### config.mk
export PLATFORM = sky130hd
export DESIGN_NAME = vote_result_reporter
export DESIGN_NICKNAME = d
export VERILOG_FILES = /design/src/rtl/vote_result_reporter.sv
export SDC_FILE = /design/constraint.sdc
export NUM_CORES = 1
export LEC_CHECK = 0
export CORE_UTILIZATION = 50
export DETAILED_ROUTE_END_ITERATION = 6
export GPL_ROUTABILITY_DRIVEN = 0
export PLACE_DENSITY = 0.77
export REMOVE_ABC_BUFFERS = 1
export SLEW_MARGIN = 40
export SYNTH_ARGS = -nofsm -noshare
export SYNTH_HDL_FRONTEND = slang
export SYNTH_SLANG_ARGS = --single-unit
### constraint.sdc
create_clock -name clk -period 3.7 [get_ports clk]
set_input_delay 0.74 -clock clk [delete_from_list [all_inputs] [get_ports clk]]
set_output_delay 0.74 -clock clk [all_outputs]
set_load 0.1 [all_outputs]
### src/rtl/vote_result_reporter.sv
// Vote result reporter: snapshots three tallies when voting closes, picks the winner,
// and streams a 15-byte checksummed frame over a valid/ready byte interface.
module vote_result_reporter #(
  parameter logic [7:0] HEADER = 8'hA5
) (
  input  logic        clk,
  input  logic        rst,
  input  logic [31:0] i_count1,
  input  logic [31:0] i_count2,
  input  logic [31:0] i_count3,
  input  logic        i_voting_over,
  input  logic        i_tx_ready,
  output logic [7:0]  o_tx_data,
  output logic        o_tx_valid,
  output logic [1:0]  o_winner,
  output logic        o_tie,
  output logic        o_busy,
  output logic        o_done
);

  typedef enum logic [2:0] {IDLE, SNAP, COMPARE, SEND, DONE} state_t;

  state_t      state_reg, state_next;
  logic        vo_prev_reg;
  logic [31:0] snap1_reg, snap2_reg, snap3_reg;
  logic [3:0]  byte_idx_reg;
  logic [7:0]  csum_reg;
  logic [1:0]  winner_reg;
  logic        tie_reg;

  logic        rise;
  logic        xfer;
  logic        last_byte;
  logic        gt1, gt2, gt3;
  logic [1:0]  cmp_winner;
  logic        cmp_tie;
  logic [7:0]  tx_byte;

  assign rise      = i_voting_over & ~vo_prev_reg;
  assign xfer      = (state_reg == SEND) & i_tx_ready;
  assign last_byte = (byte_idx_reg == 4'd14);

  // A candidate wins only with a strictly greatest count; otherwise the max is shared.
  assign gt1        = (snap1_reg > snap2_reg) & (snap1_reg > snap3_reg);
  assign gt2        = (snap2_reg > snap1_reg) & (snap2_reg > snap3_reg);
  assign gt3        = (snap3_reg > snap1_reg) & (snap3_reg > snap2_reg);
  assign cmp_winner = gt1 ? 2'd1 : gt2 ? 2'd2 : gt3 ? 2'd3 : 2'd0;
  assign cmp_tie    = ~(gt1 | gt2 | gt3);

  always_ff @(posedge clk or posedge rst) begin
    if (rst) state_reg <= IDLE;
    else     state_reg <= state_next;
  end

  always_comb begin
    state_next = state_reg;
    case (state_reg)
      IDLE:    if (rise) state_next = SNAP;
      SNAP:    state_next = COMPARE;
      COMPARE: state_next = SEND;
      SEND:    if (xfer && last_byte) state_next = DONE;
      DONE:    if (!i_voting_over) state_next = IDLE;
      default: state_next = IDLE;
    endcase
  end

  always_ff @(posedge clk or posedge rst) begin
    if (rst) begin
      vo_prev_reg  <= 1'b0;
      snap1_reg    <= '0;
      snap2_reg    <= '0;
      snap3_reg    <= '0;
      byte_idx_reg <= '0;
      csum_reg     <= '0;
      winner_reg   <= '0;
      tie_reg      <= 1'b0;
    end else begin
      vo_prev_reg <= i_voting_over;
      if (state_reg == SNAP) begin
        snap1_reg    <= i_count1;
        snap2_reg    <= i_count2;
        snap3_reg    <= i_count3;
        byte_idx_reg <= '0;
        csum_reg     <= '0;
      end
      if (state_reg == COMPARE) begin
        winner_reg <= cmp_winner;
        tie_reg    <= cmp_tie;
      end
      // The checksum byte itself is not folded into the running XOR.
      if (xfer) begin
        if (last_byte) begin
          byte_idx_reg <= '0;
        end else begin
          byte_idx_reg <= byte_idx_reg + 4'd1;
          csum_reg     <= csum_reg ^ tx_byte;
        end
      end
    end
  end

  always_comb begin
    tx_byte = 8'h00;
    case (byte_idx_reg)
      4'd0:    tx_byte = HEADER;
      4'd1:    tx_byte = snap1_reg[31:24];
      4'd2:    tx_byte = snap1_reg[23:16];
      4'd3:    tx_byte = snap1_reg[15:8];
      4'd4:    tx_byte = snap1_reg[7:0];
      4'd5:    tx_byte = snap2_reg[31:24];
      4'd6:    tx_byte = snap2_reg[23:16];
      4'd7:    tx_byte = snap2_reg[15:8];
      4'd8:    tx_byte = snap2_reg[7:0];
      4'd9:    tx_byte = snap3_reg[31:24];
      4'd10:   tx_byte = snap3_reg[23:16];
      4'd11:   tx_byte = snap3_reg[15:8];
      4'd12:   tx_byte = snap3_reg[7:0];
      4'd13:   tx_byte = {tie_reg, 5'b0, winner_reg};
      4'd14:   tx_byte = csum_reg;
      default: tx_byte = 8'h00;
    endcase
  end

  assign o_tx_valid = (state_reg == SEND);
  assign o_tx_data  = (state_reg == SEND) ? tx_byte : 8'h00;
  assign o_busy     = (state_reg == SNAP) | (state_reg == COMPARE) | (state_reg == SEND);
  assign o_done     = (state_reg == DONE);
  assign o_winner   = winner_reg;
  assign o_tie      = tie_reg;

endmodule

==> flow_results.org, run 1 <==
** Floorplan
- Die ar. :: 0.0159 mm^2
- Ports :: 114
- Std cell rows :: 44
- Initial core utilization :: 52.2%
- The core region is 0.0148 mm^2.
- From left edge to right edge, the die measures 126 um.
- Die Height :: 126 um

** GRT
- Entering global routing, the biggest net connects 100 pins.
- GRT overflow :: 0
- Via count of the first global-routing pass :: 7072
- The initial antenna violation count was 0.
- The first global-routing pass estimated 37400 um of wire.
- Total GRT Usage :: 30.8%

** CTS
- After clock tree synthesis, the clock-pin slew on the worst setup and hold paths is 0.06 ns.
- Clock tree buffer depth :: 2
- For this design, the sink count on the clock tree is 115.
- Number of buffers added by the clock tree synthesis step :: 17
- The tree is rooted in a sky130_fd_sc_hd__clkbuf_16.
- Count of buffers added by post-CTS timing repair for setup :: 0
- CTS H-Tree Depth :: 4
- Clock tree from TritonCTS :: built
- Worst skew pair latency :: 0.43 ns

** Routing
- Post-Route M1 WL :: 9890 um
- After detailed routing, the number of remaining DRC violations is 0.
- Routed met2 length :: 10300 um
- After the first detailed-routing iteration, the DRC count stood at 862.
- Routed Wire Length :: 23200 um
- Number of optimization iterations in the first detailed-route pass :: 6
- For this block, the via count after detailed routing is 7409.
- Drt via density :: 6.07
- DRT antenna net count :: 0
- In the final routed layout, each cell accounts on average for 19.0 um.
- Sum of met3 wire segment lengths after detailed routing :: 1980 um
- Highest Signal Layer :: met4

** Yosys
- Synth Register Bits :: 115
- Top area cells in the synthesized netlist :: sky130_fd_sc_hd__dfrtp_1 37%, sky130_fd_sc_hd__ha_1 16%, sky130_fd_sc_hd__nand2_1 9.8%
- After synthesis, flip-flops and latches occupy 37.4% of the total area.
- After technology mapping, the gate count stands at 922.
- Of all flip-flops after synthesis, the portion carrying an async set or reset was 100%.
- Post-synth cell types :: 57
- Largest area contributor in the netlist :: sky130_fd_sc_hd__dfrtp_1
- Number of synthesized flops with an enable pin :: 0
- After synthesis, the mean cell area works out to 8.35 um^2.
- For this run, the number of Yosys warnings is 0.
- Among all flip-flop cells after synthesis, the most frequent one is sky130_fd_sc_hd__dfrtp_1.
- The share of synthesized area in the top cell type comes to 37.4%.
- After synthesis the cells add up to 0.00770 mm^2.

** Finish
- 0 antenna diodes ended up in the layout.
- Fillers :: 1251
- Of the cells placed in the final design, the portion with a size suffix greater than 1 is 6.76%.
- Net count, final :: 1219
- Final standard cell area without fillers :: 0.00963 mm^2
- Compared with the post-synthesis result, the final layout area differs by 25.1%.

** Worst setup path
- Startpoint types :: flop
- Across all register-to-register paths, the minimum setup slack is 0.78 ns.
- STA puts the critical path data required time at 2.96 ns.
- WS Path Type :: reg2out
- STA classifies the critical path endpoint as an output port.
- Data on the critical path arrives at its endpoint at 2.81 ns.
- Along the worst path, the maximum fanout reaches 28.

** Timing
- Fmax achieved :: 282 MHz
- Worst max-slew margin expressed relative to the limit :: 41.4%
- Fraction of the cycle the final worst path needs :: 95.8%
- Measured slew at the worst slew-check pin :: 0.871 ns
- Final setup margin :: 0.154 ns
- The number of slew-limit violations in the final report came to 0.
- Final count of hold timing violations :: 0
- Final Setup Violations :: 0
- Post-layout min period :: 3.55 ns
- Post-Route Setup TNS :: 0 ns
- Setup repair after global routing missed its margin :: no
- Worst hold margin :: 0.502 ns
- Clock skew after layout :: 0.00516 ns

** Place
- After detailed placement, the total cell area comes to 0.00906 mm^2.
- Once detailed placement completed, the half-perimeter wirelength came to 17300 um.
- Worst setup slack after placement :: 0.400 ns
- During placement, the flow inserted port buffers numbering 113.

** Flow run
- Across the run, the number of max-cap violations was 0.

** Power and ir drop
- Max IR drop VDD :: 1.05 mV
- Total power of the final layout :: 9520 uW
- Summed over all cells, the static leakage comes to 0.00441 uW.
- Pwr/cell area :: 988 mW/mm^2

** Worst hold path
- The min-delay analysis places its worst path in the category reg2reg.

** Status
- The run finished with clean final reports.
## area by class of cell
class | count | area (um^2) | area share [%]
inverter | 74 | 280 | 2.91
timing repair buffer | 122 | 1280 | 13.3
clock buffer | 17 | 425 | 4.42
multi-input combinational | 693 | 4390 | 45.6
clock inverter | 15 | 143 | 1.48
tap | 184 | 230 | 2.39
sequential | 115 | 2880 | 29.9
## repair_timing
item / CTS / global route
hold buffers: 0 / 0
endpoints found under the setup margin: 1 / 1
gates resized for setup: 1 / 1
## metrics by stage
| stage | std cells | util (%) |
|---|---|---|
| floorplan | 882 | - |
| finish | 1220 | 65.3 |
| CTS | 1220 | 65.3 |
| global placement | 1188 | 61.5 |
| global route | 1220 | 65.3 |
| detailed placement | 1188 | 61.4 |
## critical path, stage by stage (launching register included)
cell                       delay, ns
sky130_fd_sc_hd__dfrtp_2        0.70
sky130_fd_sc_hd__nor2b_1        0.51
sky130_fd_sc_hd__a22o_1         0.20
sky130_fd_sc_hd__a222oi_1       0.06
sky130_fd_sc_hd__o221ai_1       0.46
sky130_fd_sc_hd__and2_1         0.25
sky130_fd_sc_hd__buf_12         0.18
## metal layers
metal / GRT usage (%) / up-vias
met4: 14.7 / 0
met1: 41.2 / 3466
met3: 6.67 / 80
li1: - / 3480
met5: 0 / -
met2: 47.4 / 383
## synthesized netlist by cell type, types with 12 or more instances
| library cell | number |
|---|---|
| sky130_fd_sc_hd__nor2b_1 | 12 |
| sky130_fd_sc_hd__ha_1 | 96 |
| sky130_fd_sc_hd__nand2_1 | 201 |
| sky130_fd_sc_hd__o21ai_1 | 16 |
| sky130_fd_sc_hd__nor2_1 | 26 |
| sky130_fd_sc_hd__a21o_1 | 12 |
| sky130_fd_sc_hd__nand4_1 | 20 |
| sky130_fd_sc_hd__nand3_1 | 29 |
| sky130_fd_sc_hd__inv_1 | 70 |
| sky130_fd_sc_hd__dfrtp_1 | 115 |
| sky130_fd_sc_hd__clkbuf_1 | 31 |
| sky130_fd_sc_hd__o21ai_0 | 89 |
| sky130_fd_sc_hd__a21oi_1 | 55 |
## layout by cell type (no fill, tap or decap), drive strengths merged, types with 9 or more instances in the layout
master / netlist / layout
dfrtp: 115 / 115
nand4: 20 / 20
ha: 96 / 96
o211ai: 9 / 9
nor2b: 12 / 12
inv: 74 / 74
nand3: 29 / 29
a21o: 12 / 12
clkbuf: 31 / 17
mux2i: 10 / 10
a22oi: 10 / 10
buf: 9 / 23
nor2: 26 / 26
o21ai: 106 / 106
a21oi: 56 / 56
clkdlybuf4s50: 0 / 99
nand2: 201 / 201
nor3: 9 / 9
## power breakdown
group / switching, uW / internal (uW)
registers: 713 / 1780
logic: 3350 / 2080
clock network: 613 / 977
total: 4680 / 4840
## worst paths after layout
check | start | end | cells after the start
worst min register to register | csum_reg[2]$_DFF_PP0_ | csum_reg[2]$_DFF_PP0_ | 1
worst max register to register | snap2_reg[30]$_DFFE_PP0P_ | o_winner[1]$_DFFE_PP0P_ | 8
worst max-delay path | byte_idx_reg[3]$_DFFE_PP0P_ | o_tx_data[4] | 6
worst min-delay path | csum_reg[2]$_DFF_PP0_ | csum_reg[2]$_DFF_PP0_ | 1
min in group asynchronous | rst | snap3_reg[1]$_DFFE_PP0P_ | 2
max in group asynchronous | rst | snap2_reg[4]$_DFFE_PP0P_ | 3
## cell families after synthesis
group           synth area share [%]
fa+ha+maj                       15.6
compound gates                  19.7
buf+inv                         5.64
mux                             1.88
simple gates                    19.9
flops                           37.4
No activity file was read; power rests on OpenSTA's default activity.
==> run 2: changes to the inputs <==
--- a/config.mk
+++ b/config.mk
@@ -5,9 +5,11 @@
 export SDC_FILE = /design/constraint.sdc
 export NUM_CORES = 1
 export LEC_CHECK = 0
+export CORE_ASPECT_RATIO = 1.4
 export CORE_UTILIZATION = 50
 export DETAILED_ROUTE_END_ITERATION = 6
 export GPL_ROUTABILITY_DRIVEN = 0
+export GPL_TIMING_DRIVEN = 0
 export PLACE_DENSITY = 0.77
 export REMOVE_ABC_BUFFERS = 1
 export SLEW_MARGIN = 40
==> flow_results.org, run 2 (synthesis gave the netlist of run 1 again) <==
** Worst setup path
- Slowest stage cell on the critical path :: sky130_fd_sc_hd__dfrtp_2 (unchanged)
- Worst stage delay on the critical path :: 0.60 ns (was 0.70 ns)
- Required @ worst endpoint :: 2.96 ns (about the same)
- The endpoint type of the worst setup path is an output port (unchanged).
- The kind of cell adding the most delay to the critical path is buffers and inverters (was simple AND/OR/NAND/NOR gates).
- The buffers plus inverters on the worst setup path came to 2 (was 1).
- WS Path Type :: reg2out (unchanged)
- Startpoint types :: flop (unchanged)
- Worst-path maximum fanout :: 27 (was 28)
- The data arrival time of the critical path is 2.94 ns (was 2.81 ns).
- The start of the worst register-to-register path is snap2_reg[14]$_DFFE_PP0P_ (was snap2_reg[30]$_DFFE_PP0P_).
- Ordered list of cells on the worst path: buf_16 -> nor2b_1 -> o2bb2ai_1 -> a221oi_1 -> a21oi_1 -> nor3_1 -> nor2_1 -> buf_2 (was nor2b_1 -> a22o_1 -> a222oi_1 -> o221ai_1 -> and2_1 -> buf_12).
- Critical path origin :: byte_idx_reg[3]$_DFFE_PP0P_ (unchanged)

** GRT
- The initial antenna violation count came to 0 (unchanged).
- Largest net degree at the start of global routing :: 64 (was 100)
- GRT overflow :: 0 (unchanged)
- The number of global-route vias before repair is 7271 (was 7072).
- Global-route wire length before repair :: 37100 um (was 37400 um)
- Total GRT Usage :: 30.8% (about the same)

** Timing
- Post-Route Setup TNS :: 0 ns (unchanged)
- The final setup violation count was 0 (unchanged).
- The top achievable clock speed is 272 MHz (was 282 MHz).
- Post-layout min period :: 3.68 ns (was 3.55 ns)
- The count of endpoints failing hold in the final timing report came to 0 (unchanged).
- The number of slew-limit violations in the final report came to 0 (unchanged).
- The final worst-path cycle share came to 99.3% (was 95.8%).
- The pin slew with the least headroom to its limit was 0.820 ns (was 0.871 ns).
- The relative slew slack came to 45.2% (was 41.4%).
- Setup repair after global routing missed its margin :: no (unchanged)
- The clock tree skew after final layout was 0.00572 ns (was 0.00516 ns).

** Place
- Half-perimeter wire length after placement :: 17100 um (was 17300 um)
- Port Buffers :: 113 (unchanged)
- The cell count after placement was 1192 (was 1188).

** Routing
- DRT antenna net count :: 0 (unchanged)
- The detailed-route wire length per cell came to 19.0 um (about the same).
- The wire length on met2 came to 11200 um (was 10300 um).
- The total wire length after detailed routing was 23200 um (about the same).
- # DRC :: 0 (unchanged)
- Post-Route M1 WL :: 8790 um (was 9890 um)
- The detailed-route via count came to 7441 (was 7409).
- Sum of met3 wire segment lengths after detailed routing :: 1680 um (was 1980 um)
- The top metal layer carrying routed signals is met4 (unchanged).
- The average via count per standard cell was 6.09 (was 6.07).
- Number of design-rule violations left by the first detailed-router iteration :: 636 (was 862)
- Number of optimization iterations in the first detailed-route pass :: 6 (unchanged)

** Flow run
- The max capacitance violation total came to 0 (unchanged).

** CTS
- Number of buffers inserted for hold repair after clock tree synthesis :: 0 (unchanged)
- Clock tree from TritonCTS :: built (unchanged)
- The cell chosen for the clock root was sky130_fd_sc_hd__clkbuf_16 (unchanged).
- The deepest clock path buffer count was 2 (unchanged).
- The clock latency on the worst-skew pair was 0.42 ns (was 0.43 ns).
- Clock-pin slew reported for the worst setup and hold paths after clock tree synthesis :: 0.05 ns (was 0.06 ns)
- CTS H-Tree Depth :: 4 (unchanged)
- Count of buffers added by post-CTS timing repair for setup :: 0 (unchanged)
- Count of clock tree sinks :: 115 (unchanged)
- The clock buffer count from CTS is 17 (unchanged).

** Finish
- Antenna fix cells :: 0 (unchanged)
- Commonest non-fill, non-tap cell in the layout :: sky130_fd_sc_hd__nand2_1 (unchanged)
- The number of cells in the finished layout apart from fillers came to 1222 (was 1220).
- The utilization of the core after routing was 63.5% (was 65.3%).
- The fraction of layout cells with a size suffix above 1 is 6.89% (was 6.76%).
- Fillers :: 1275 (was 1251)
- Syn-to-layout area delta :: 24.2% (was 25.1%)
- Commonest cells after routing, fill and taps aside :: 200 x sky130_fd_sc_hd__nand2_1, 111 x sky130_fd_sc_hd__dfrtp_1, 99 x sky130_fd_sc_hd__clkdlybuf4s50_1 (was 201 x sky130_fd_sc_hd__nand2_1, 112 x sky130_fd_sc_hd__dfrtp_1, 99 x sky130_fd_sc_hd__clkdlybuf4s50_1)
- The number of nets in the finished design was 1215 (was 1219).

** Floorplan
- The number of cell rows came to 53 (was 44).
- Die W :: 107 um (was 126 um)
- Area of the core :: 0.0151 mm^2 (was 0.0148 mm^2)
- Initial core utilization :: 51.2% (was 52.2%)
- Die ar. :: 0.0159 mm^2 (about the same)
- Die Height :: 149 um (was 126 um)
- The number of top-level pins was 114 (unchanged).

** Power and ir drop
- The maximum VDD drop was 1.70 mV (was 1.05 mV).
- The power density over the cells is 953 mW/mm^2 (was 988 mW/mm^2).
- Total power of the final layout :: 9110 uW (was 9520 uW)
- The cell leakage power came to 0.00438 uW (was 0.00441 uW).

** Status
- Outcome: finished, final reports clean (unchanged).

** Worst hold path
- The path category of the worst min-delay check is reg2reg (unchanged).
- The launch instance of the worst min-delay path was csum_reg[2]$_DFF_PP0_ (unchanged).
run 2: changes by cell type in the layout (fill, tap and decap cells not counted), moves of 4 or more:
cell | previous run | this run
sky130_fd_sc_hd__nor2b_2 | 0 | 4
sky130_fd_sc_hd__nor2b_1 | 12 | 8
sky130_fd_sc_hd__buf_2 | 3 | 13
sky130_fd_sc_hd__buf_12 | 10 | 2
sky130_fd_sc_hd__buf_4 | 10 | 0
run 2: final timing paths:
check	endpoint	slack [ns]	cells after the start
worst min register to register	csum_reg[2]$_DFF_PP0_	0.48	1
worst max-delay path	o_tx_data[6]	0.02	8
min in group asynchronous	snap3_reg[9]$_DFFE_PP0P_	0.72	2
worst max register to register	o_winner[1]$_DFFE_PP0P_	0.83	9
worst min-delay path	csum_reg[2]$_DFF_PP0_	0.48	1
max in group asynchronous	byte_idx_reg[1]$_DFFE_PP0P_	2.32	3
run 2: where the power goes:
group / switching, uW / total (uW) / internal (uW)
logic: 3270 / 5020 / 1760
clock network: 592 / 1550 / 960
registers: 745 / 2540 / 1790
run 2: through the flow:
step           hold WS, ns  cell area (um^2)  setup WS, ns
2_1_floorplan        0.431              7550        -0.333
3_3_place_gp         0.447              8920         -1.98
3_5_place_dp         0.468              8990       -0.0207
4_1_cts              0.473              9560        0.0819
5_1_grt              0.507              9560       0.00204
6_report             0.478              9560        0.0241
run 2: layer usage:
metal / vias up / GRT usage (%)
met5: - / 0
met4: 0 / 19.9
met3: 112 / 4.94
met2: 382 / 50.8
met1: 3482 / 37.0
li1: 3465 / -
run 2: cell type report:
cell class	count	area [um^2]	share of cell area (%)
clock buffer	20	467	4.88
clock inverter	10	85.1	0.890
multi-input combinational	693	4410	46.1
tap	192	240	2.51
timing repair buffer	118	1190	12.4
inverter	74	285	2.98
sequential	115	2890	30.2
run 2: what timing repair did:
| action | 4_1_cts | 5_1_grt |
|---|---|---|
| setup endpoints to repair | 7 | 4 |
| hold endpoints to repair | 0 | 0 |
| gates resized for setup | 7 | 3 |
| gates cloned | 0 | 0 |
run 2: worst reg2reg max path, stage by stage (launching register included):
cell and delay, ns:
sky130_fd_sc_hd__dfrtp_1 0.40, sky130_fd_sc_hd__inv_1 0.07, sky130_fd_sc_hd__ha_1 0.34, sky130_fd_sc_hd__nand4_1 0.21
sky130_fd_sc_hd__nor2_1 0.06, sky130_fd_sc_hd__a221o_1 0.35, sky130_fd_sc_hd__a211o_1 0.31, sky130_fd_sc_hd__a2111oi_2 0.52
sky130_fd_sc_hd__mux2i_1 0.19, sky130_fd_sc_hd__mux2_2 0.29
==> run 3: changes to the inputs <==
--- a/config.mk
+++ b/config.mk
@@ -5,12 +5,13 @@
 export SDC_FILE = /design/constraint.sdc
 export NUM_CORES = 1
 export LEC_CHECK = 0
+export CELL_PAD_IN_SITES_DETAIL_PLACEMENT = 2
+export CELL_PAD_IN_SITES_GLOBAL_PLACEMENT = 2
 export CORE_ASPECT_RATIO = 1.4
-export CORE_UTILIZATION = 50
+export CORE_UTILIZATION = 30
 export DETAILED_ROUTE_END_ITERATION = 6
-export GPL_ROUTABILITY_DRIVEN = 0
 export GPL_TIMING_DRIVEN = 0
-export PLACE_DENSITY = 0.77
+export PLACE_DENSITY_LB_ADDON = 0.1
 export REMOVE_ABC_BUFFERS = 1
 export SLEW_MARGIN = 40
 export SYNTH_ARGS = -nofsm -noshare
==> flow_results.org, run 3 (synthesis gave the netlist of run 1 again) <==
** Routing
- # DRC :: 2 (was 0)
- The detailed-route via count was 7248 (was 7441).
- Number of design-rule violations left by the first detailed-router iteration :: 337 (was 636)
- The total wire length after detailed routing is 29400 um (was 23200 um).
- Average wire length per cell after detail routing :: 21.7 um (was 19.0 um)
- The average via count per standard cell came to 5.36 (was 6.09).
- DRT antenna net count :: 0 (unchanged)
- Number of optimization iterations in the first detailed-route pass :: 6 (unchanged)

** Timing
- The pin slew with the least headroom to its limit came to 0.671 ns (was 0.820 ns).
- Setup repair after global routing missed its margin :: no (unchanged)
- Final count of hold timing violations :: 0 (unchanged)
- The final setup violation count is 0 (unchanged).
- Worst hold margin :: 0.470 ns (was 0.478 ns)
- The top achievable clock speed was 281 MHz (was 272 MHz).
- The worst setup margin is 0.138 ns (was 0.0241 ns).
- Max Slew Vio Count :: 0 (unchanged)
- Post-layout min period :: 3.56 ns (was 3.68 ns)
- The clock tree skew after final layout is 0.00778 ns (was 0.00572 ns).
- The relative slew slack is 54.9% (was 45.2%).
- Fraction of the cycle the final worst path needs :: 96.3% (was 99.3%)

** GRT
- Antenna violations before repair :: 0 (unchanged)
- Via count of the first global-routing pass :: 7858 (was 7271)
- GRT overflow :: 0 (unchanged)
- The largest net degree at the start of global routing came to 65 (was 64).
- The first-pass GRT wire length is 45800 um (was 37100 um).
- The combined global-route utilization of all metal layers was 23.8% (was 30.8%).

** CTS
- The TritonCTS clock tree was built (unchanged).
- The number of hold buffers added after CTS came to 0 (unchanged).
- The clock latency on the worst-skew pair is 0.43 ns (was 0.42 ns).
- Clock tree buffer depth :: 2 (unchanged)
- The clock-pin slew on the worst setup and hold paths was 0.06 ns (was 0.05 ns).
- Number of buffers added by the clock tree synthesis step :: 17 (unchanged)
- The total number of clock tree sinks was 115 (unchanged).
- Buffer cell driving the clock tree root :: sky130_fd_sc_hd__clkbuf_16 (unchanged)
- The total number of H-tree levels came to 4 (unchanged).

** Floorplan
- The y dimension of the die is 192 um (was 149 um).
- The placeable core region was 0.0253 mm^2 (was 0.0151 mm^2).
- Die ar. :: 0.0263 mm^2 (was 0.0159 mm^2)
- The starting density of the core is 30.4% (was 51.2%).
- Std cell rows :: 69 (was 53)
- Die W :: 137 um (was 107 um)
- The number of top-level pins is 114 (unchanged).

** Status
- The checks that failed: DRC.
- Outcome :: finished, violations left (was finished, final reports clean)

** Finish
- The antenna diode instance count came to 0 (unchanged).
- The utilization of the core after routing came to 38.8% (was 63.5%).
- Net count, final :: 1219 (was 1215)
- Proportion of layout cells with a drive suffix above 1 :: 7.54% (was 6.89%)
- The layout-stage area growth over the synthesis result is 27.6% (was 24.2%).
- The most common cell after layout, fill and taps aside is sky130_fd_sc_hd__nand2_1 (unchanged).
- Commonest cells after routing, fill and taps aside :: 200 x sky130_fd_sc_hd__nand2_1, 111 x sky130_fd_sc_hd__dfrtp_1, 99 x sky130_fd_sc_hd__clkdlybuf4s50_1 (unchanged)

** Power and ir drop
- The maximum VDD drop is 1.13 mV (was 1.70 mV).
- Pwr/cell area :: 967 mW/mm^2 (was 953 mW/mm^2)
- Total power of the final layout :: 9500 uW (was 9110 uW)
- The cell leakage power came to 0.00442 uW (was 0.00438 uW).

** Worst setup path
- The type of the worst setup path is reg2out (unchanged).
- Ordered list of cells on the worst path :: buf_16 -> mux2i_1 -> o2bb2ai_1 -> a22oi_1 -> o2111ai_1 -> and2_1 -> buf_2 (was buf_16 -> nor2b_1 -> o2bb2ai_1 -> a221oi_1 -> a21oi_1 -> nor3_1 -> nor2_1 -> buf_2)
- Required @ worst endpoint :: 2.96 ns (about the same)
- The largest stage delay on the critical path was 0.61 ns (was 0.60 ns).
- The kind of cell adding the most delay to the critical path is compound AO/OA/AOI/OAI gates (was buffers and inverters).
- The data arrival time of the critical path came to 2.82 ns (was 2.94 ns).
- The slowest stage cell on the critical path is sky130_fd_sc_hd__dfrtp_4 (was sky130_fd_sc_hd__dfrtp_2).
- The buffers plus inverters on the worst setup path came to 2 (unchanged).
- The largest driver fanout on the critical path is 26 (was 27).
- Startpoint types :: flop (unchanged)
- The endpoint type of the worst setup path is an output port (unchanged).

** Worst hold path
- The path category of the worst min-delay check was reg2reg (unchanged).

** Place
- Final Wtd Congestion :: 0.844
- Half-perimeter wire length after placement :: 22300 um (was 17100 um)
- The worst setup timing slack at the placement stage is 0.144 ns (was -0.0207 ns).
- The count of port buffers added during placement came to 113 (unchanged).

** Flow run
- The max capacitance violation total is 0 (unchanged).
[run 3: worst paths after layout]
check	start	slack, ns	depth (start not counted)	end
hold reg to reg	csum_reg[2]$_DFF_PP0_	0.47	1	csum_reg[2]$_DFF_PP0_
setup reg to reg	snap2_reg[14]$_DFFE_PP0P_	0.64	9	o_winner[1]$_DFFE_PP0P_
max in group asynchronous	rst	2.28	3	byte_idx_reg[1]$_DFFE_PP0P_
min in group asynchronous	rst	0.72	2	snap3_reg[10]$_DFFE_PP0P_
setup / recovery	byte_idx_reg[2]$_DFFE_PP0P_	0.14	7	o_tx_data[2]
hold / removal	csum_reg[2]$_DFF_PP0_	0.47	1	csum_reg[2]$_DFF_PP0_
[run 3: per-layer routing]
layer / global-route usage [%] / wire [um] / up-vias
li1: - / - / 3458
met4: 9.04 / 803 / 0
met3: 2.88 / 1070 / 38
met5: 0 / 0 / -
met1: 28.7 / 12400 / 3618
met2: 42.3 / 15200 / 134
[run 3: final cells by class]
cell class	count	area [um^2]
Fill cell	2836	15500
Multi-Input combinational cell	693	4430
Sequential cell	115	2890
Timing Repair Buffer	122	1250
Clock buffer	19	453
Tap cell	319	399
Inverter	74	289
Clock inverter	11	113
[run 3: report_power, final]
part           total, uW  leakage [uW]  switching (uW)  internal (uW)
Clock               1640      0.000276             633           1010
Combinational       5320       0.00279            3480           1840
Sequential          2540       0.00136             746           1790
[run 3: metrics by stage]
stage          cells  TNS (ns)  area [um^2]
2_1_floorplan    882    -11.95         7550
3_3_place_gp    1314   -437.68         9080
3_5_place_dp    1319         0         9160
4_1_cts         1350         0         9770
5_1_grt         1353         0         9830
6_report        1353         0         9830
[run 3: what timing repair did]
item / 4_1_cts / 5_1_grt
setup endpoints to repair: 8 / 7
setup buffers: 1 / 3
gates resized for setup: 7 / 8
==> RTL edit (settings of run 2) <==
Make the reset (`rst`) synchronous in 2 clocked blocks.
--- a/src/rtl/vote_result_reporter.sv
+++ b/src/rtl/vote_result_reporter.sv
@@ -47,7 +47,7 @@
   assign cmp_winner = gt1 ? 2'd1 : gt2 ? 2'd2 : gt3 ? 2'd3 : 2'd0;
   assign cmp_tie    = ~(gt1 | gt2 | gt3);
 
-  always_ff @(posedge clk or posedge rst) begin
+  always_ff @(posedge clk) begin
     if (rst) state_reg <= IDLE;
     else     state_reg <= state_next;
   end
@@ -64,7 +64,7 @@
     endcase
   end
 
-  always_ff @(posedge clk or posedge rst) begin
+  always_ff @(posedge clk) begin
     if (rst) begin
       vo_prev_reg  <= 1'b0;
       snap1_reg    <= '0;
Behaviour: differs if rst is asserted again (counterexample within 4 cycles, from zero or initial values and one cycle with rst high); with rst held inactive, the same outputs for 10 cycles.
==> RTL edit against run 2 <==
Fmax rose by 1.9%; area after synthesis fell by 1.4%; wire length fell by 7.3%; sequential cell count did not move; setup slack improved by 0.070 ns; final area fell by 1.8%; critical path type unchanged.
Power is not compared: it rests on default switching activity, and its combinational part moved more than twofold at a synthesized area within 25%.
==> RTL edit: results (changes against run 2) <==
stage;metric;value;unit;change
sta;max-slew-margin-rel;0.4297;;-0.02206
worst_setup_path;crit_path_top_delay_cell;dfxtp_2;;
worst_setup_path;cp_top_family;buffers and inverters;;
yosys;synthArstFlopShare;0;;-1.000
finish;drive_gt1_frac;0.08018;;+0.01125
drt;vias;7447;;+0.081%
placement;dp_cells;1242;;+4.2%
yosys;ys_seq_area_frac;0.3032;;-0.07039
yosys;ys_top_cells_by_count;nand2_1, a21oi_1, dfxtp_1, ha_1, inv_1;;
finish;final_cells;1274;;+4.3%
grt;grtUsageTotal;0.2829;;-0.02468
yosys;synthAdderAreaFrac;0.1582;;+0.002262
finish;n_fill_cell;1293;;+1.4%
yosys;synth_compound_gate_area_share;0.2131;;+0.01637
placement;dp_hpwl;16070;µm;-6.3%
placement;place_area;8777;µm²;-2.3%
placement;dp_worst_setup_slack;0.3564;ns;+0.3771 ns
sta;clock_skew;0.004561;ns;-0.001159 ns
run_status;status;complete, no violations;;
placement;portBuffers;113;;unchanged
grt;grt_start_max_net_pins;81;;+27%
worst_setup_path;critical-path-max-stage-delay;0.71;ns;+0.11 ns
yosys;synthTopCellsByArea;dfxtp_1, ha_1, nand2_1;;
yosys;syn_area_per_cell;7.708;µm²;-7.7%
yosys;synth-xor-area-share;0;;unchanged
worst_setup_path;cp_max_fo;28;;+3.7%
drt;finalWirelength;21510;µm;-7.3%
drt;dr.first_iter.drc_count;528;;-17%
grt;grt_pass1_wl;34750;µm;-6.4%
[RTL edit: cell types whose count changed after synthesis, sizes merged, moves of 4 or more]
cell / change
a211oi: +4
a21o: -6
a21oi: +100
buf: +19
clkbuf: -4
dfrtp: -115
dfxtp: +115
mux2i: +4
mux4: +4
nand2: +28
nand3: -12
nor2: +10
o21ai: -74
or3: +6
[RTL edit: final timing paths]
| kind | from | to | slack (ns) | cells after the start |
|---|---|---|---|---|
| hold / removal | snap1_reg[31] | snap1_reg[31] | 0.46 | 2 |
| setup / recovery | byte_idx_reg[0] | o_tx_data[6] | 0.09 | 6 |
| hold reg to reg | snap1_reg[31] | snap1_reg[31] | 0.46 | 2 |
| setup reg to reg | snap1_reg[1] | o_winner[1] | 0.97 | 9 |
[RTL edit: area by class of cell]
cell class / count / area [µm²] / area share
Clock buffer: 24 / 513.0 / 0.05459
Clock inverter: 8 / 96.34 / 0.01025
Inverter: 72 / 270.3 / 0.02876
Multi-Input combinational cell: 743 / 4763 / 0.5069
Sequential cell: 115 / 2312 / 0.2461
Tap cell: 189 / 236.5 / 0.02517
Timing Repair Buffer: 123 / 1205 / 0.1282
[RTL edit: cells by family after synthesis]
logic type      Yosys count
compound gates          267
mux                      22
simple gates            358
fa+ha+maj                96
buf+inv                 127
flops                   115
[RTL edit: power breakdown]
| group | internal, mW | total (mW) | leakage, nW | switching, mW |
|---|---|---|---|---|
| combinational | 0.472 | 1.12 | 2.34 | 0.652 |
| clock | 1.10 | 1.68 | 0.301 | 0.585 |
| sequential | 1.33 | 1.44 | 0.940 | 0.111 |
[RTL edit: layer usage]
metal / GRT usage / wire, µm
met2: 0.4981 / 10750
met3: 0.06349 / 1375
met4: 0.1597 / 1205
met1: 0.3102 / 8187
met5: 0 / 0
